--- config.mk ---
export PLATFORM = sky130hd
export DESIGN_NAME = prog_clk_ctrl_flat
export DESIGN_NICKNAME = d
export VERILOG_FILES = /design/src/rtl/prog_clk_ctrl_if.sv /design/src/rtl/prog_clk_ctrl.sv /design/src/flat_wrapper.sv
export SDC_FILE = /design/constraint.sdc
export NUM_CORES = 1
export LEC_CHECK = 0
export CAP_MARGIN = 25
export CORE_MARGIN = 4
export CORE_UTILIZATION = 56
export DETAILED_ROUTE_END_ITERATION = 16
export PLACE_DENSITY = 0.77
export REMOVE_ABC_BUFFERS = 1
export SYNTH_ARGS = -nofsm -noshare
export SYNTH_HDL_FRONTEND = slang
export SYNTH_SLANG_ARGS = --single-unit
export TNS_END_PERCENT = 5
--- constraint.sdc ---
create_clock -name clk -period 3.8 [get_ports clk]
set_clock_uncertainty 0.05 [all_clocks]
set_input_delay 0.76 -clock clk [delete_from_list [all_inputs] [get_ports clk]]
set_output_delay 0.76 -clock clk [all_outputs]
set_load 0.01 [all_outputs]
--- src/rtl/prog_clk_ctrl_if.sv ---
// Configuration write port of prog_clk_ctrl: valid/ready handshake, target
// channel, new half-period, and the discard pulse for writes to channel 3.
interface prog_clk_ctrl_if #(
    parameter int DIV_W = 16
);
    logic             cfg_valid;
    logic             cfg_ready;
    logic [1:0]       cfg_ch;
    logic [DIV_W-1:0] cfg_half;
    logic             cfg_err;

    modport master (
        output cfg_valid, cfg_ch, cfg_half,
        input  cfg_ready, cfg_err
    );

    modport slave (
        input  cfg_valid, cfg_ch, cfg_half,
        output cfg_ready, cfg_err
    );
endinterface

--- src/rtl/prog_clk_ctrl.sv ---
// Three independent programmable clock dividers. A new half-period is held
// pending and applied only at a glitch-free boundary (idle, or end of low phase).
module prog_clk_ctrl #(
    parameter int DIV_W = 16,
    parameter int NCH   = 3
) (
    input  logic           clk,
    input  logic           rst_n,
    prog_clk_ctrl_if.slave cfg,
    output logic [NCH-1:0] clk_out,
    output logic [NCH-1:0] busy
);

    logic [3:0] busy_ext;
    logic       cfg_we;

    // Channel 3 has no storage, so it can always take (and discard) a write.
    assign busy_ext      = 4'(busy);
    assign cfg.cfg_ready = (cfg.cfg_ch == 2'd3) || !busy_ext[cfg.cfg_ch];
    assign cfg_we        = cfg.cfg_valid && cfg.cfg_ready;

    always_ff @(posedge clk or negedge rst_n) begin
        if (!rst_n) begin
            cfg.cfg_err <= 1'b0;
        end else begin
            cfg.cfg_err <= cfg_we && (cfg.cfg_ch == 2'd3);
        end
    end

    for (genvar i = 0; i < NCH; i++) begin : g_ch
        logic [DIV_W-1:0] active_half;
        logic [DIV_W-1:0] cnt;
        logic [DIV_W-1:0] pend_half;
        logic             pend;
        logic             out;
        logic             running;
        logic             terminal;
        logic             accept;
        logic             apply;

        assign running  = |active_half;
        assign terminal = running && (cnt == active_half - DIV_W'(1));
        assign accept   = cfg_we && (cfg.cfg_ch == 2'(i));
        // Swapping the divisor only while idle or as a low phase ends means the
        // next phase is a full high phase at the new rate: no runt pulses.
        assign apply    = pend && (!running || (terminal && !out));

        // NOTE: every per-channel register, including the pending half-period,
        // is cleared by the async reset so a half-written config cannot survive.
        always_ff @(posedge clk or negedge rst_n) begin
            if (!rst_n) begin
                active_half <= '0;
                cnt         <= '0;
                pend_half   <= '0;
                pend        <= 1'b0;
                out         <= 1'b0;
            end else begin
                // NOTE: non-blocking throughout, so apply/terminal are all
                // evaluated on pre-edge values regardless of statement order.
                if (apply) begin
                    active_half <= pend_half;
                    cnt         <= '0;
                    out         <= |pend_half;
                end else if (running) begin
                    if (terminal) begin
                        cnt <= '0;
                        out <= ~out;
                    end else begin
                        cnt <= cnt + DIV_W'(1);
                    end
                end else begin
                    cnt <= '0;
                    out <= 1'b0;
                end

                // accept requires !pend, apply requires pend: never both at once.
                if (apply) begin
                    pend <= 1'b0;
                end else if (accept) begin
                    pend      <= 1'b1;
                    pend_half <= cfg.cfg_half;
                end
            end
        end

        assign clk_out[i] = out;
        assign busy[i]    = pend;
    end

endmodule

--- src/flat_wrapper.sv ---
// flat-port wrapper written by rule: the top's interface ports become plain ports
module prog_clk_ctrl_flat 
#(
    parameter int DIV_W = 16,
    parameter int NCH   = 3
)
  (clk, rst_n, clk_out, busy, cfg_cfg_valid, cfg_cfg_ch, cfg_cfg_half, cfg_cfg_ready, cfg_cfg_err);
  prog_clk_ctrl_if #(.DIV_W(DIV_W)) cfg_i ();
  input  logic clk;
  input  logic rst_n;
  output logic [NCH-1:0] clk_out;
  output logic [NCH-1:0] busy;
  input wire logic [$bits(cfg_i.cfg_valid)-1:0] cfg_cfg_valid;
  input wire logic [$bits(cfg_i.cfg_ch)-1:0] cfg_cfg_ch;
  input wire logic [$bits(cfg_i.cfg_half)-1:0] cfg_cfg_half;
  output wire logic [$bits(cfg_i.cfg_ready)-1:0] cfg_cfg_ready;
  output wire logic [$bits(cfg_i.cfg_err)-1:0] cfg_cfg_err;
  assign cfg_i.cfg_valid = cfg_cfg_valid;
  assign cfg_i.cfg_ch = cfg_cfg_ch;
  assign cfg_i.cfg_half = cfg_cfg_half;
  assign cfg_cfg_ready = cfg_i.cfg_ready;
  assign cfg_cfg_err = cfg_i.cfg_err;
  prog_clk_ctrl #(.DIV_W(DIV_W), .NCH(NCH)) u_core (.clk(clk), .rst_n(rst_n), .cfg(cfg_i), .clk_out(clk_out), .busy(busy));
endmodule
==> parameters.txt, run 1 <==
Parameter                              Value

Outcome
  Run status ... complete, no violations

Critical path
  Setup crit start kind ... flop
  Most common cell type on the critical path ... or4_4
  Cell family with most CP delay ... simple AND/OR/NAND/NOR gates
  Type of element capturing the critical path ... flop
  Largest fanout on the critical path ... 15
  Data arrival time at the worst-slack endpoint ... between 3 and 4 ns
  Setup Crit Path Kind ... flop to flop
  Highest-delay cell along the critical path ... or4_4
  Critical-path cell list ... or4_4 > nor4_4 > o22ai_1 > or4_1 > or4b_4 > or4_4 > a22o_1
  Required time of the worst setup path ... 4.05 ns
  Worst Path Buf+Inv ... 0
  Delay of the slowest critical-path stage ... 0.65 ns
  Worst reg2reg setup slack ... 0.14 ns
  Worst r2r path cells ... 7
  Cell depth of the worst setup path ... 7

Clocking
  Clock insertion delay at the later pin of the skew report ... 0.42 ns
  CTS root buf ... clkbuf_16
  Number of H-tree branching levels ... 4
  Post-cts sizing count ... 0
  TritonCTS clock tree ... yes
  CTS Buf Count ... 17
  Clk slew on worst S/H paths ... 0.06 ns
  Maximum clock insertion buffer count ... 2
  # clock sinks ... 151
  Buffers inserted during post-CTS setup optimization ... 0
  Hold-fix buffer count after cts ... 0

Route
  Detailed-router iteration count before antenna repair ... 5
  Mean number of vias per cell ... 6.16
  Detailed-route wire length ... 18300 um
  Vias ... between 5000 and 6000
  Average wire per standard cell ... approximately 19 um
  Count of routing violations after the opening detailed-route iteration ... 496
  Number of nets with antenna violations after routing ... 0
  Count of unresolved DRC violations after routing ... 0

Logic synthesis
  FF+latch count, synth ... 151
  Predominant post-synthesis flop cell ... dfrtp_1
  Synth async-reset ratio ... 100%
  Sequential share of the synthesized area ... a little under half
  Synth cell types ... 63
  Synth warnings ... 0
  Synthesized instance count ... 756
  Synthesized area ... 8090 um2
  Count of flip-flops with a built-in enable after synthesis ... 0
  Syn avg cell area ... 10.7 um2

Power and ir drop
  Relative contribution of sequential cells to total power ... 40.3%
  Switching component of the power ... about 2.9 mW
  Switching share of power ... a little under two fifths
  Overall Power ... 7.78 mW
  Power Dens Cells ... 846 nW/um2
  Clock power frac ... 23.9%
  Leak Pwr ... 3.99 nW
  Max IR drop VDD ... roughly 0.59 mV
  Portion of total power attributed to combinational logic ... between 30% and 40%
  Pint ... 4.89 mW

Placement
  Post-detail-place hpwl ... between 10000 and 15000 um
  Instance area after placement ... 8530 um2
  Routability congestion estimate ... 0.930
  Buffers on Ports ... 28
  DP Cell Count ... between 900 and 1000
  Worst slack after detailed placement ... about 0.14 ns

Finish
  Synthesis-to-finish area growth ... 13.8%
  Core occupancy in the finished layout ... between 60% and 70%
  Antenna diode count ... 0
  Post-route cell area ... 9200 um2
  Net count reported at finish ... 809
  Number of non-filler instances in the completed layout ... just under 1000
  Ratio of cells with drive above 1 in the final layout ... 17.2%

Timing
  Total negative slack ... 0 ns
  Number of hold violations in the final report ... 0
  Unrepaired setup endpoints after global routing ... false
  Max Fclk ... approximately 0.27 GHz
  Max-Slew Margin vs Limit ... 47.2%
  Transition time at the pin with the least slew margin ... 0.786 ns
  Max-slew violation count ... 0
  Tmin final ... between 3 and 4 ns
  Crit path setup slack, layout ... 0.138 ns
  Final count of negative-setup-slack endpoints ... 0
  Hold WS ... 0.310 ns
  Final Cycle Share ... slightly below 100%

Floorplan
  Floorplan die width ... 128 um
  Area of the core ... approximately 14000 um2
  Die Ht ... approximately 130 um
  Starting density of the core ... 57.8%
  Num rows ... 43
  Total die area ... approximately 16000 um2
  Number of ports placed on the die boundary ... 29

GRT
  Antenna violations before repair ... 0
  First-pass GRT wire length ... between 30000 and 40000 um
  Maximum number of pins on one net before global-route repair ... approximately 70
  Total grt overflow ... 0
  Total track usage ... between 20% and 30%
  Number of global-route vias before repair ... 5933

Run
  Max_cap viols ... 0

Min path
  Class of the most critical hold timing path ... primary input to async pin
## registers in the layout, summed over array words and instances, names as in the netlist
name / flops
u_core.cfg.cfg_err: 1
u_core.g_ch.active_half: 48
u_core.g_ch.cnt: 48
u_core.g_ch.out: 3
u_core.g_ch.pend: 3
u_core.g_ch.pend_half: 48
## layout make-up
class                      count  area, um2
fill                        1058       4790
multi-input combinational    544       4040
sequential                   151       3780
clock buffer                  18        439
timing repair buffer          45        422
tap                          180        225
clock inverter                14        219
inverter                      20       75.1
## path summary, 6_finish.rpt
kind | from | endpoint
worst max register to register | u_core.g_ch[1].active_half[3]$_DFFE_PN0N_ | u_core.g_ch[1].active_half[15]$_DFFE_PN0N_
worst max-delay path | u_core.g_ch[1].active_half[3]$_DFFE_PN0N_ | u_core.g_ch[1].active_half[15]$_DFFE_PN0N_
worst min register to register | u_core.g_ch[0].pend_half[11]$_DFFE_PN0P_ | u_core.g_ch[0].active_half[11]$_DFFE_PN0N_
max in group asynchronous | rst_n | u_core.g_ch[1].cnt[9]$_DFF_PN0_
min in group clk | u_core.g_ch[0].pend_half[11]$_DFFE_PN0P_ | u_core.g_ch[0].active_half[11]$_DFFE_PN0N_
worst min-delay path | rst_n | u_core.g_ch[0].cnt[15]$_DFF_PN0_
## cells in the mapped netlist, types with 4 or more instances
cell / number / share of area (%)
nor4_1: 17 / 1.3
inv_1: 20 / 0.93
xor2_1: 54 / 5.8
nor2b_1: 7 / 0.54
mux2_2: 67 / 9.3
nand3b_1: 7 / 0.65
dfrtp_1: 151 / 47
nor3b_1: 6 / 0.56
nand3_1: 22 / 1.4
nor3_1: 15 / 0.93
ha_1: 9 / 1.4
a21oi_1: 10 / 0.62
nor2_1: 76 / 3.5
nand2_1: 27 / 1.3
xnor2_1: 44 / 4.8
mux2i_1: 6 / 0.74
a21o_1: 5 / 0.46
and4_1: 4 / 0.43
a31o_2: 4 / 0.43
clkbuf_1: 29 / 1.3
buf_4: 7 / 0.65
or3_1: 6 / 0.46
nand4_1: 27 / 2.1
a22o_1: 34 / 3.7
or4_1: 11 / 1.0
and3_1: 15 / 1.2
a31oi_1: 7 / 0.54
a2111oi_0: 5 / 0.54
o21ai_0: 11 / 0.68
## logic make-up (layout without fill, tap and decap cells)
logic type,count (synthesis),after routing,synth area share (%)
AOI/OAI and AO/OA,102,102,9.81
DFF,151,151,46.7
muxes,73,73,10.1
and+or+nand+nor,262,262,17.9
xor gates and xnor gates,98,98,10.6
adders and majority gates,9,9,1.39
buffers and inverters,61,97,3.51
## power groups by stage
stage | logic [mW] | registers, mW | clock network [mW]
after floorplan | 2.09 | 2.86 | 0
after global placement | 2.61 | 3.10 | 0
after detailed placement | 2.71 | 3.13 | 0
after CTS | 2.76 | 3.12 | 1.89
after global routing | 3.07 | 3.24 | 1.97
final | 2.78 | 3.14 | 1.86
## per-layer routing
layer	vias up	track usage, %	wire length, um
met2	128	36.5	8650
met4	0	6.30	171
met3	16	5.00	745
li1	2791	-	-
met1	3050	34.4	8770
met5	-	0	0
## layout by cell type, fill, tap and decap left out, types with 3 or more instances in the layout
cell type          n
a31oi_1            7
clkbuf_16         17
nor3_1            13
nand2_1           27
inv_6              3
nor2_1            76
a21oi_1           10
and3_1            15
xnor2_1           44
nand2b_1           3
nand3_1           22
mux2i_1            6
nand3b_1           7
nor2b_1            7
dfrtp_1          151
nor4_1            17
mux2_2            67
nand4_1           27
or4_1             11
a31o_2             4
buf_4             16
or3_1              6
bufinv_16          5
inv_1             20
nor3b_1            6
o211ai_1           3
o21ai_0           11
xor2_1            54
and4_1             4
and2_1             3
clkdlybuf4s50_1   27
a2111oi_0          5
a21o_1             5
o2111ai_1          3
a22o_1            34
ha_1               9
Note: power is estimated with default switching activity, not from simulation.
==> inputs of run 2 (changes only) <==
--- a/config.mk
+++ b/config.mk
@@ -6,7 +6,7 @@
 export NUM_CORES = 1
 export LEC_CHECK = 0
 export CAP_MARGIN = 25
-export CORE_MARGIN = 4
+export CORE_MARGIN = 2
 export CORE_UTILIZATION = 56
 export DETAILED_ROUTE_END_ITERATION = 16
 export PLACE_DENSITY = 0.77
==> run 2 against run 1 <==
  * Global-route usage increased by 1.7 points
  * Final area decreased by 0.91%
  * Critical path depth increased by 1
  * Critical path type unchanged
  * Critical endpoint is now u_core.g_ch[1].active_half[1]$_DFFE_PN0N_
  * Highest routed layer unchanged
==> parameters.txt, run 2 (synthesized netlist as in run 1, its figures left out) <==
Parameter                              Value

Outcome
  Run status ... complete, no violations

GRT
  First-pass GRT wire length ... 29800 um
  Antenna violations before repair ... 0
  Maximum number of pins on one net before global-route repair ... 79
  Total track usage ... 25.4%
  Number of global-route vias before repair ... approximately 5800
  Total grt overflow ... 0

Finish
  Ratio of cells with drive above 1 in the final layout ... between 10% and 20%
  Net count reported at finish ... 808
  Largest registers ... u_core.g_ch.active_half: 48 flops, u_core.g_ch.cnt: 48 flops, u_core.g_ch.pend_half: 48 flops
  Top library cells by usage in the layout, fill and taps aside ... 151 x dfrtp_1, 76 x nor2_1, 67 x mux2_2, 54 x xor2_1, 44 x xnor2_1
  Area taken by multi-input logic gates ... 4040 um2
  Synthesis-to-finish area growth ... 12.7%
  Number of fill cells in the layout ... 1067
  Area occupied by registers ... around 3800 um2
  Antenna diode count ... 0
  Number of non-filler instances in the completed layout ... 970
  Most common library cell in the layout ignoring fill and taps ... dfrtp_1

Critical path
  Setup crit start kind ... flop
  Delay of the slowest critical-path stage ... 0.56 ns
  Setup Crit Path Kind ... flop to flop
  Type of element capturing the critical path ... flop
  Worst Path Buf+Inv ... 1
  Required time of the worst setup path ... 4.05 ns
  Cell family with most CP delay ... simple AND/OR/NAND/NOR gates
  Data arrival time at the worst-slack endpoint ... 3.90 ns
  Highest-delay cell along the critical path ... or4_1
  Critical-path cell list ... buf_4 > nor4_1 > and3_1 > o22ai_1 > or4b_1 > or4_1 > o41ai_4 > mux2_2
  Largest fanout on the critical path ... 7

Route
  Mean number of vias per cell ... 6.12
  Detailed-route wire length ... 18100 um
  Average wire per standard cell ... 18.7 um
  Detailed-router iteration count before antenna repair ... 8
  Vias ... 5933
  Number of nets with antenna violations after routing ... 0
  Count of routing violations after the opening detailed-route iteration ... 498
  Count of unresolved DRC violations after routing ... 0

Clocking
  Maximum clock insertion buffer count ... 2
  Number of H-tree branching levels ... 4
  Buffers inserted during post-CTS setup optimization ... 0
  CTS root buf ... clkbuf_16
  TritonCTS clock tree ... yes
  # clock sinks ... between 150 and 200
  Clock insertion delay at the later pin of the skew report ... between 0.4 and 0.5 ns
  CTS Buf Count ... 17
  Clk slew on worst S/H paths ... 0.06 ns
  Post-cts sizing count ... 0
  Hold-fix buffer count after cts ... 0

Floorplan
  Die Ht ... 124 um
  Number of ports placed on the die boundary ... 29
  Num rows ... 43
  Total die area ... between 15000 and 20000 um2
  Starting density of the core ... ~58%
  Floorplan die width ... 124 um
  Area of the core ... approximately 14000 um2

Timing
  Final Cycle Share ... 96.0%
  Final count of negative-setup-slack endpoints ... 0
  Max-slew violation count ... 0
  Transition time at the pin with the least slew margin ... between 0.7 and 0.8 ns
  Total negative slack ... 0 ns
  Unrepaired setup endpoints after global routing ... false
  Max Fclk ... around 0.27 GHz
  Max-Slew Margin vs Limit ... between 50% and 60%
  Number of hold violations in the final report ... 0
  Tmin final ... 3.65 ns

Run
  Max_cap viols ... 0

Placement
  DP Cell Count ... 939
  Routability congestion estimate ... 0.872
  Buffers on Ports ... 28
  Post-detail-place hpwl ... about 13000 um

Power and ir drop
  Overall Power ... ~7.6 mW
  Leak Pwr ... roughly 3.9 nW
  Power Dens Cells ... 829 nW/um2
  Max IR drop VDD ... ~0.52 mV

Min path
  Class of the most critical hold timing path ... primary input to async pin
==> run 2: changes by cell type in the layout (fill, tap and decap cells not counted) <==
cell	previous run	this run
clkbuf_1	0	2
buf_4	16	15
clkinvlp_4	2	4
clkinv_2	2	1
inv_6	3	2
clkinv_4	2	1
clkbuf_8	1	2
bufinv_16	5	2
==> run 2: where the power goes <==
part | internal (mW) | total [mW] | switching (mW) | leakage (nW)
Clock | 1.00 | 1.66 | 0.660 | 0.272
Combinational | 1.45 | 2.76 | 1.31 | 1.77
Sequential | 2.25 | 3.13 | 0.884 | 1.90
==> run 2: final timing paths <==
path / start / end / slack, ns / cells after the start
max: u_core.g_ch[1].active_half[3]$_DFFE_PN0N_ / u_core.g_ch[1].active_half[1]$_DFFE_PN0N_ / 0.15 / 8
min: rst_n / u_core.g_ch[0].cnt[14]$_DFF_PN0_ / 0.29 / 1
max reg2reg: u_core.g_ch[1].active_half[3]$_DFFE_PN0N_ / u_core.g_ch[1].active_half[1]$_DFFE_PN0N_ / 0.15 / 8
min reg2reg: u_core.g_ch[0].pend_half[2]$_DFFE_PN0P_ / u_core.g_ch[0].active_half[2]$_DFFE_PN0N_ / 0.47 / 1
max in group asynchronous: rst_n / u_core.g_ch[2].cnt[1]$_DFF_PN0_ / 2.54 / 2
min in group clk: u_core.g_ch[0].pend_half[2]$_DFFE_PN0P_ / u_core.g_ch[0].active_half[2]$_DFFE_PN0N_ / 0.47 / 1
==> run 2: layer usage <==
metal,vias up,wire length (um),track usage [%]
li1,2783,-,-
met4,0,154,6.67
met1,2980,8460,35.8
met5,-,0,0
met2,155,8390,38.6
met3,15,1090,7.55
==> run 2: layout make-up <==
type	count	area share, %
clock buffers	21	5.05
well taps	180	2.47
multi-input cells	544	44.3
repair buffers	44	4.54
clock inverters	10	1.33
inverters	20	0.823
flip-flops and latches	151	41.4
==> run 2: per-stage QoR <==
stage	worst slack (ns)	area, um2	utilization, %	hold WS, ns
floorplan	0.185	7880	-	0.414
detailed placement	0.223	8530	61.0	0.457
CTS	0.216	9120	65.2	0.325
global placement	0.248	8530	61.0	0.456
finish	0.153	9120	65.2	0.287
global route	0.0179	9120	65.2	0.355
==> inputs of run 3 (changes only) <==
--- a/config.mk
+++ b/config.mk
@@ -7,9 +7,9 @@
 export LEC_CHECK = 0
 export CAP_MARGIN = 25
 export CORE_MARGIN = 2
-export CORE_UTILIZATION = 56
+export CORE_UTILIZATION = 66
 export DETAILED_ROUTE_END_ITERATION = 16
-export PLACE_DENSITY = 0.77
+export PLACE_DENSITY = 0.85
 export REMOVE_ABC_BUFFERS = 1
 export SYNTH_ARGS = -nofsm -noshare
 export SYNTH_HDL_FRONTEND = slang
==> constraint.sdc (replaced) <==
create_clock -name clk -period 4.6 [get_ports clk]
set_clock_uncertainty 0.05 [all_clocks]
set_input_delay 0.92 -clock clk [delete_from_list [all_inputs] [get_ports clk]]
set_output_delay 0.92 -clock clk [all_outputs]
set_load 0.01 [all_outputs]
==> run 3 against run 2 <==
  * Clock-buffer cell count fell by 1
  * Sequential share of layout area up 0.32 points
  * Sequential cell count is the same
  * Critical path depth shrank 1
  * First-iteration DRC count is 39% higher
  * Combinational power down 18%
  * Die area decreased by 15%
  * Critical endpoint is now u_core.g_ch[0].active_half[1]$_DFFE_PN0N_
==> parameters.txt, run 3 (synthesized netlist as in run 1, its figures left out) <==
Parameter                              Value

Outcome
  Run status ... complete, no violations

Placement
  Routability congestion estimate ... 0.891
  Post-detail-place hpwl ... 12900 um
  Buffers on Ports ... 28
  Worst slack after detailed placement ... 0.938 ns

Route
  Average wire per standard cell ... 19.4 um
  Mean number of vias per cell ... 6.54
  Detailed-route wire length ... roughly 18000 um
  Vias ... 6106
  Count of unresolved DRC violations after routing ... 0
  Detailed-router iteration count before antenna repair ... 5
  Number of nets with antenna violations after routing ... 0
  Count of routing violations after the opening detailed-route iteration ... just under 700

Timing
  Crit path setup slack, layout ... 0.847 ns
  Final Cycle Share ... 81.6%
  Hold WS ... 0.212 ns
  Transition time at the pin with the least slew margin ... 0.899 ns
  Max Fclk ... 0.266 GHz
  Total negative slack ... 0 ns
  Unrepaired setup endpoints after global routing ... false
  Max-slew violation count ... 0
  Final count of negative-setup-slack endpoints ... 0
  Number of hold violations in the final report ... 0
  Tmin final ... 3.75 ns
  Max-Slew Margin vs Limit ... 39.6%

Floorplan
  Area of the core ... 12000 um2
  Total die area ... 13200 um2
  Num rows ... 40
  Number of ports placed on the die boundary ... 29
  Die Ht ... 115 um
  Floorplan die width ... roughly 110 um
  Starting density of the core ... 67.3%

Critical path
  Most common cell type on the critical path ... nand4_1
  Cell family with most CP delay ... simple AND/OR/NAND/NOR gates
  Largest fanout on the critical path ... 10
  Critical-path cell list ... nor3_1 > and3_1 > nand4_1 > a2111oi_0 > nand4_1 > nand2_1 > mux2_2
  Highest-delay cell along the critical path ... nor3_1
  Worst reg2reg setup slack ... roughly 0.85 ns
  Setup crit start kind ... flop
  Setup Crit Path Kind ... flop to flop
  Delay of the slowest critical-path stage ... 0.76 ns
  Worst Path Buf+Inv ... 0
  Type of element capturing the critical path ... flop
  Required time of the worst setup path ... 4.87 ns
  Data arrival time at the worst-slack endpoint ... 4.02 ns

GRT
  First-pass GRT wire length ... 30800 um
  Total track usage ... 30.2%
  Number of global-route vias before repair ... 5975
  Antenna violations before repair ... 0
  Total grt overflow ... 0
  Maximum number of pins on one net before global-route repair ... 105

Power and ir drop
  Leak Pwr ... 3.92 nW
  Max IR drop VDD ... approximately 0.44 mV
  Power Dens Cells ... between 600 and 700 nW/um2

Finish
  Top library cells by usage in the layout, fill and taps aside ... 151 x dfrtp_1, 76 x nor2_1, 67 x mux2_2, 54 x xor2_1, 44 x xnor2_1
  Ratio of cells with drive above 1 in the final layout ... between 10% and 20%
  Largest registers ... u_core.g_ch.active_half: 48 flops, u_core.g_ch.cnt: 48 flops, u_core.g_ch.pend_half: 48 flops
  Number of fill cells in the layout ... between 800 and 900
  Net count reported at finish ... 803
  Synthesis-to-finish area growth ... 11.9%
  Antenna diode count ... 0
  Most common library cell in the layout ignoring fill and taps ... dfrtp_1

Clocking
  # clock sinks ... 151
  Post-cts sizing count ... 0
  Buffers inserted during post-CTS setup optimization ... 0
  CTS Buf Count ... 17
  Hold-fix buffer count after cts ... 0
  TritonCTS clock tree ... yes
  Number of H-tree branching levels ... 4
  CTS root buf ... clkbuf_16
  Clock insertion delay at the later pin of the skew report ... 0.43 ns
  Clk slew on worst S/H paths ... 0.06 ns
  Maximum clock insertion buffer count ... 2

Min path
  Class of the most critical hold timing path ... primary input to async pin

Run
  Max_cap viols ... 0
## run 3: changes by cell type in the layout (fill, tap and decap cells not counted), sizes merged
cell,before,now
buf,17,12
inv,22,25
bufinv,2,1
clkbuf,21,20
## run 3: final timing paths
path / startpoint / endpoint / depth (start not counted)
setup / recovery: u_core.g_ch[0].active_half[3]$_DFFE_PN0N_ / u_core.g_ch[0].active_half[1]$_DFFE_PN0N_ / 7
hold / removal: rst_n / u_core.g_ch[0].cnt[13]$_DFF_PN0_ / 1
setup reg to reg: u_core.g_ch[0].active_half[3]$_DFFE_PN0N_ / u_core.g_ch[0].active_half[1]$_DFFE_PN0N_ / 7
hold reg to reg: u_core.g_ch[0].pend_half[5]$_DFFE_PN0P_ / u_core.g_ch[0].active_half[5]$_DFFE_PN0N_ / 1
max in group asynchronous: rst_n / u_core.g_ch[2].cnt[6]$_DFF_PN0_ / 3
min in group clk: u_core.g_ch[0].pend_half[5]$_DFFE_PN0P_ / u_core.g_ch[0].active_half[5]$_DFFE_PN0N_ / 1
## run 3: worst reg2reg max path: cells and delay by family, from the launching register on
kind	cells	cell delay, ns
and+or+nand+nor	5	2.17
AOI/OAI and AO/OA	1	0.59
DFF	1	0.44
muxes	1	0.39
## run 3: metrics by stage
stage / utilization [%] / std cells / power, mW / instance area, um2
CTS: 75.1 / 932 / 6.21 / 9020
floorplan: - / 715 / 4.09 / 7880
global route: 75.3 / 933 / 6.64 / 9050
global placement: 70.2 / 900 / 4.70 / 8440
finish: 75.3 / 933 / 6.23 / 9050
detailed placement: 70.2 / 900 / 4.82 / 8440
## run 3: final cells by class
| type | instances | area, um2 | share of cell area, % |
|---|---|---|---|
| tap | 147 | 184 | 2.03 |
| sequential | 151 | 3780 | 41.8 |
| timing repair buffer | 39 | 384 | 4.25 |
| clock buffer | 20 | 467 | 5.16 |
| multi-input combinational | 544 | 4040 | 44.7 |
| inverter | 20 | 75.1 | 0.830 |
| clock inverter | 12 | 116 | 1.29 |
## run 3: routing by layer
metal	vias to the layer above	GRT usage (%)	part of all wire (%)
met2	199	46.7	47
met1	3103	43.1	46
li1	2775	-	-
met4	0	8.11	1.4
met3	29	7.78	5.6
met5	-	0	0
## run 3: power breakdown
group	leakage [nW]	switching (mW)	total [mW]	internal (mW)
Clock	0.278	0.566	1.36	0.794
Combinational	1.74	1.08	2.26	1.18
Sequential	1.90	0.756	2.61	1.86
Total	3.92	2.40	6.23	3.83
